`config.mk`:
```
export PLATFORM = sky130hd
export DESIGN_NAME = irq_ctrl_flat
export DESIGN_NICKNAME = d
export VERILOG_FILES = /design/src/rtl/irq_ctrl_pkg.sv /design/src/rtl/irq_ctrl_if.sv /design/src/rtl/irq_ctrl_prio_enc.sv /design/src/rtl/irq_ctrl.sv /design/src/flat_wrapper.sv
export SDC_FILE = /design/constraint.sdc
export NUM_CORES = 1
export LEC_CHECK = 0
export ABC_AREA = 1
export CAP_MARGIN = 20
export CORE_UTILIZATION = 25
export DETAILED_ROUTE_END_ITERATION = 12
export PLACE_DENSITY = 0.67
export SKIP_CTS_REPAIR_TIMING = 1
export SYNTH_ARGS = -nofsm -noshare
export SYNTH_HDL_FRONTEND = slang
export SYNTH_SLANG_ARGS = --single-unit
export TNS_END_PERCENT = 5
```
`constraint.sdc`:
```
create_clock -name clk -period 1.7 [get_ports clk]
set_clock_uncertainty 0.1 [all_clocks]
set_input_delay 0.34 -clock clk [delete_from_list [all_inputs] [get_ports clk]]
set_output_delay 0.34 -clock clk [all_outputs]
set_load 0.1 [all_outputs]
```
`src/rtl/irq_ctrl_pkg.sv`:
```
// irq_ctrl_pkg: register map, one-hot FSM encoding and STATUS bit positions
// shared by the interrupt controller files.
package irq_ctrl_pkg;
    localparam logic [1:0] REG_MASK   = 2'd0;
    localparam logic [1:0] REG_PEND   = 2'd1;
    localparam logic [1:0] REG_CAUSE  = 2'd2;
    localparam logic [1:0] REG_STATUS = 2'd3;
    typedef enum logic [2:0] {
        IDLE    = 3'b001,
        REQ     = 3'b010,
        SERVICE = 3'b100
    } state_t;
    localparam int STAT_IE  = 0;
    localparam int STAT_EXL = 1;
endpackage

```
`src/rtl/irq_ctrl_if.sv`:
```
// irq_ctrl_if: register bus plus the CPU request/acknowledge/return handshake.
interface irq_ctrl_if;
    logic [3:2]  addr;
    logic        We;
    logic [31:0] Datain;
    logic [31:0] Dataout;
    logic        IntReq;
    logic        IntAck;
    logic        Eret;
    modport master (output addr, We, Datain, IntAck, Eret, input Dataout, IntReq);
    modport slave  (input addr, We, Datain, IntAck, Eret, output Dataout, IntReq);
endinterface

```
`src/rtl/irq_ctrl_prio_enc.sv`:
```
// irq_prio_enc: lowest-index-wins priority encoder producing {any, id}.
module irq_prio_enc #(
    parameter int N = 6
) (
    input  logic [N-1:0] req,
    output logic         any,
    output logic [2:0]   id
);
    always_comb begin
        any = |req;
        id  = '0;
        for (int i = N - 1; i >= 0; i--) id = req[i] ? i[2:0] : id;
    end
endmodule

```
`src/rtl/irq_ctrl.sv`:
```
// irq_ctrl: pending/mask/enable interrupt controller with CPU ack/return handshake.
// Define IRQ_EDGE_DETECT_EN for rising-edge pending; default is level-sensitive.
module irq_ctrl
    import irq_ctrl_pkg::*;
#(
    parameter int N_SRC = 6
) (
    input  logic             clk,
    input  logic             reset,
    input  logic [N_SRC-1:0] HWInt,
    irq_ctrl_if.slave        bus
);
    state_t             state_q, state_d;
    logic [N_SRC-1:0]   mask_q, mask_d, pend_q, pend_d, active, set_v;
    logic               ie_q, ie_d, cv_q, cv_d;
    logic [2:0]         cid_q, cid_d, id;
    logic               any, exl, fire, ack_in_req;

`ifdef IRQ_EDGE_DETECT_EN
    logic [N_SRC-1:0] prev_q;
    always_ff @(posedge clk) prev_q <= reset ? '0 : HWInt;
    assign set_v = HWInt & ~prev_q;
`else
    assign set_v = HWInt;
`endif

    assign active     = pend_q & mask_q;
    assign exl        = state_q == SERVICE;
    assign fire       = any & ie_q & ~exl;
    assign ack_in_req = state_q == REQ && bus.IntAck;

    irq_prio_enc #(.N(N_SRC)) u_enc (.req(active), .any(any), .id(id));

    // A new event outranks a W1C of the same bit, so the set is OR'd in last.
    always_comb begin
        mask_d = (bus.We && bus.addr == REG_MASK) ? bus.Datain[N_SRC-1:0] : mask_q;
        pend_d = (pend_q & ~((bus.We && bus.addr == REG_PEND) ? bus.Datain[N_SRC-1:0] : '0)) | set_v;
        ie_d   = (bus.We && bus.addr == REG_STATUS) ? bus.Datain[STAT_IE] : ie_q;
    end

    always_ff @(posedge clk) begin
        if (reset) begin
            state_q <= IDLE;
            mask_q  <= '0;
            pend_q  <= '0;
            ie_q    <= 1'b0;
            cv_q    <= 1'b0;
            cid_q   <= '0;
        end else begin
            state_q <= state_d;
            mask_q  <= mask_d;
            pend_q  <= pend_d;
            ie_q    <= ie_d;
            cv_q    <= cv_d;
            cid_q   <= cid_d;
        end
    end

    always_comb begin
        state_d = state_q;
        case (state_q)
            IDLE:    state_d = fire ? REQ : IDLE;
            REQ:     state_d = (bus.IntAck && fire) ? SERVICE : fire ? REQ : IDLE;
            SERVICE: state_d = bus.Eret ? IDLE : SERVICE;
            default: state_d = IDLE;
        endcase
    end

    // An ack with nothing active is spurious: it only invalidates CAUSE.
    always_comb begin
        bus.IntReq = state_q == REQ;
        cv_d       = ack_in_req ? fire : (exl && bus.Eret) ? 1'b0 : cv_q;
        cid_d      = (ack_in_req && fire) ? id : cid_q;
    end

    always_comb begin
        bus.Dataout = (bus.addr == REG_MASK)  ? 32'(mask_q) :
                      (bus.addr == REG_PEND)  ? 32'(pend_q) :
                      (bus.addr == REG_CAUSE) ? {cv_q, 28'd0, cid_q} :
                                                {30'd0, exl, ie_q};
    end
endmodule

```
`src/flat_wrapper.sv`:
```
// flat-port wrapper written by rule: the top's interface ports become plain ports
module irq_ctrl_flat import irq_ctrl_pkg::*;
#(
    parameter int N_SRC = 6
)
  (clk, reset, HWInt, bus_addr, bus_We, bus_Datain, bus_IntAck, bus_Eret, bus_Dataout, bus_IntReq);
  irq_ctrl_if bus_i ();
  input  logic clk;
  input  logic reset;
  input  logic [N_SRC-1:0] HWInt;
  input wire logic [$bits(bus_i.addr)-1:0] bus_addr;
  input wire logic [$bits(bus_i.We)-1:0] bus_We;
  input wire logic [$bits(bus_i.Datain)-1:0] bus_Datain;
  input wire logic [$bits(bus_i.IntAck)-1:0] bus_IntAck;
  input wire logic [$bits(bus_i.Eret)-1:0] bus_Eret;
  output wire logic [$bits(bus_i.Dataout)-1:0] bus_Dataout;
  output wire logic [$bits(bus_i.IntReq)-1:0] bus_IntReq;
  assign bus_i.addr = bus_addr;
  assign bus_i.We = bus_We;
  assign bus_i.Datain = bus_Datain;
  assign bus_i.IntAck = bus_IntAck;
  assign bus_i.Eret = bus_Eret;
  assign bus_Dataout = bus_i.Dataout;
  assign bus_IntReq = bus_i.IntReq;
  irq_ctrl #(.N_SRC(N_SRC)) u_core (.clk(clk), .reset(reset), .HWInt(HWInt), .bus(bus_i));
endmodule
```
==> results of run 1 <==
==> kinds of logic after synthesis <==
| logic type | count (synthesis) |
|---|---|
| AO/OA/AOI/OAI | 30 |
| buffers and inverters | 49 |
| other | 1 |
| flip-flops | 20 |
| AND/OR/NAND/NOR | 77 |
==> worst paths after layout <==
check	endpoint
hold / removal	u_core.ie_q
hold reg to reg	u_core.ie_q
setup reg to reg	u_core.cid_q[0]
setup / recovery	bus_Dataout[1]
==> final cells by class <==
cell class              count  share of cell area [%]
clock buffers               3                    2.43
well taps                  52                    3.83
inverters                  21                    5.68
multi-input cells         132                    39.1
flip-flops and latches     20                    23.7
repair buffers             37                    25.3
==> worst max-delay path, delay by kind of cell, from the launching register on <==
| family | cells | cell delay (ns) |
|---|---|---|
| and+or+nand+nor | 2 | 0.32 |
| buffers and inverters | 2 | 0.23 |
| AOI/OAI and AO/OA | 1 | 0.19 |
| DFF | 1 | 0.32 |
==> sequential cells by signal, indices dropped and copies added, names as in the netlist <==
signal and count:
u_core.mask_q 6, u_core.cid_q 3, u_core.pend_q 6, u_core.state_q 3, u_core.cv_q 1, u_core.ie_q 1
==> where the power goes <==
group	total, mW	internal [mW]	switching (mW)
registers	0.505	0.488	0.0169
clock network	0.316	0.158	0.157
logic	0.513	0.118	0.395
total	1.33	0.765	0.569
==> layer usage <==
metal,GRT usage (%),share of wire [%],vias to the layer above
met4,6.54,2.2,0
met1,13.7,44,510
li1,-,-,583
met5,0,0,-
met3,2.39,5.9,5
met2,17.2,48,42
==> cell usage in the layout (no fill, tap or decap), drive strengths merged <==
cell / n
nand2: 34
nor2: 30
conb: 25
inv: 21
dfxtp: 20
buf: 18
clkdlybuf4s50: 16
a21oi: 12
nand3: 12
o21ai: 11
clkbuf: 5
a22o: 3
o211ai: 1
nor3: 1
a31oi: 1
a211oi: 1
o2111ai: 1
dlymetal6s2s: 1
==> cell usage after synthesis <==
library cell / count
dfxtp_1: 20
nand2_2: 3
inv_2: 3
nor2_1: 25
o21ai_0: 10
nand2_1: 31
a211oi_1: 1
nand3_4: 1
buf_8: 1
nand3_1: 11
clkbuf_1: 1
buf_2: 1
conb_1: 1
nor2_4: 1
nor3_2: 1
a31oi_1: 1
buf_4: 25
o211ai_1: 1
nor2_2: 4
o2111ai_1: 1
a21oi_1: 12
inv_1: 18
o21ai_1: 1
a22o_1: 3
==> impl_metrics.tcl, run 1 <==
set metrics [dict create \
    status "finished with violations" \
    violations "setup timing" \
    num_vias 1140 \
    syn2layout_area_growth_pct 39.8 \
    maxCapViolCount 0 \
    yosys_warnings 0 \
    post-place-ws_ns -0.444 \
    synth_mux_area_share_pct 0 \
    drv_slew 0 \
    vdd_drop_max_uv 271 \
    drive_gt1_share_pct 21.1 \
    start_util_pct 26.9 \
    drt-pass1-iter-count 4 \
    dp_hpwl_microns 2110 \
    critical_path_required_ns 1.26 \
    pin_count 78 \
    synth_top_area_cell "dfxtp_1" \
    synth.area.top_cells "dfxtp_1 33%, buf_4 15%, nand2_1 9.6%, nor2_1 7.7%, inv_1 5.6%" \
    drt-initial-drc-count 33 \
    synth_top_family_by_area "simple AND/OR/NAND/NOR gates" \
    ant_nets 0 \
    cellPowerDensity_nw_per_um2 786 \
    h-tree-depth 1 \
    worstPathArrival_ns 1.33 \
    setup-violations-final 2 \
    startpoint_type "flop" \
    ys_types 24 \
    synth_xor_xnor_area_share_pct 0 \
    cp_slowest_cell "dfxtp_2" \
    synth_fa_ha_area_share_pct 0 \
    worstSetupStartpoint "u_core.state_q[2]" \
    hp-class "reg -> reg" \
    clock-sinks 20 \
    reg2regPathDepth 8 \
    hold-worst-slack_ns 0.374 \
    synth_seq_cells 20 \
    core_sq_um 4500 \
    synthCells 177 \
    dieArea_sq_um 5140 \
    synth_compound_area_share_pct 14.1 \
    timing_worst_setup_path_type "reg -> out" \
    fmax_mhz 565 \
    crit_chain "inv_2 -> nor3_4 -> nand3_2 -> a31oi_4 -> buf_12" \
    r2r_start "u_core.state_q[0]" \
    rsz0062_at_grt "yes" \
    wire_per_inst_microns 10.4 \
    synth-simple-area-share_pct 28.7 \
    fin_util_pct 37.7 \
    antenna_found_initial 0 \
    ff_latch_area_sq_um 402 \
    nNetsFinal 260 \
    worst-r2r-setup-slack_ns 0.37 \
    die_h_microns 71.7 \
    placedCellCount 259 \
    syn_avg_cell_area_sq_um 6.86 \
    rows 24 \
    hold_depth 2 \
    cts.reportedPaths.clkPinSlew_ns 0.07 \
    layout.cells.non_filler 265 \
    setup_slack_ns -0.0696 \
    end_kind "output pin" \
    final_area_sq_um 1700 \
    fillerInstances 465 \
    fp.dieW_microns 71.7 \
    cts-root-buf "clkbuf_8" \
    synth_area_sq_um 1210 \
    multi_input_area_sq_um 663 \
    max_stage_delay_ns 0.32 \
    drt-total-wl_microns 2750 \
    cts_buffer_depth 2 \
    cts_tree "yes" \
    grt_pass1_vias 1001 \
    crit_path_max_fanout 2 \
    grt_pass1_wl_microns 4280 \
    cellLeakagePower_nw 0.764 \
    tns_ns -0.101 \
    viasPerCell 4.30 \
    worst_skew_pair.late_latency_ns 0.26 \
    hp-start "u_core.ie_q" \
    cts_made_buffers 3 \
    post-route-period-util_pct 104 \
    place_congestion 0.783 \
    min_period_ns 1.77 \
    diodes 0 \
    numPortBuffers 26 \
    grt_overflow_total 0 \
    grt_start_max_net_pins 13 \
    hold_violations 0 \
    synth_top_cell_area_share_pct 33.0 \
    p_total_mw 1.33 \
    yosysSeqAreaShare_pct 33.0 \
    track_usage_pct 10.9 \
    postPlaceCellArea_sq_um 1590 \
    drc_errors 0 \
]
Note: power is estimated with default switching activity, not from simulation.
==> inputs of run 2 (changes only) <==
--- a/config.mk
+++ b/config.mk
@@ -6,6 +6,7 @@
 export NUM_CORES = 1
 export LEC_CHECK = 0
 export ABC_AREA = 1
+export ABC_CLOCK_PERIOD_IN_PS = 1700
 export CAP_MARGIN = 20
 export CORE_UTILIZATION = 25
 export DETAILED_ROUTE_END_ITERATION = 12
==> results of run 2 <==
Final layout, timing and power as in run 1 (identical DEF).
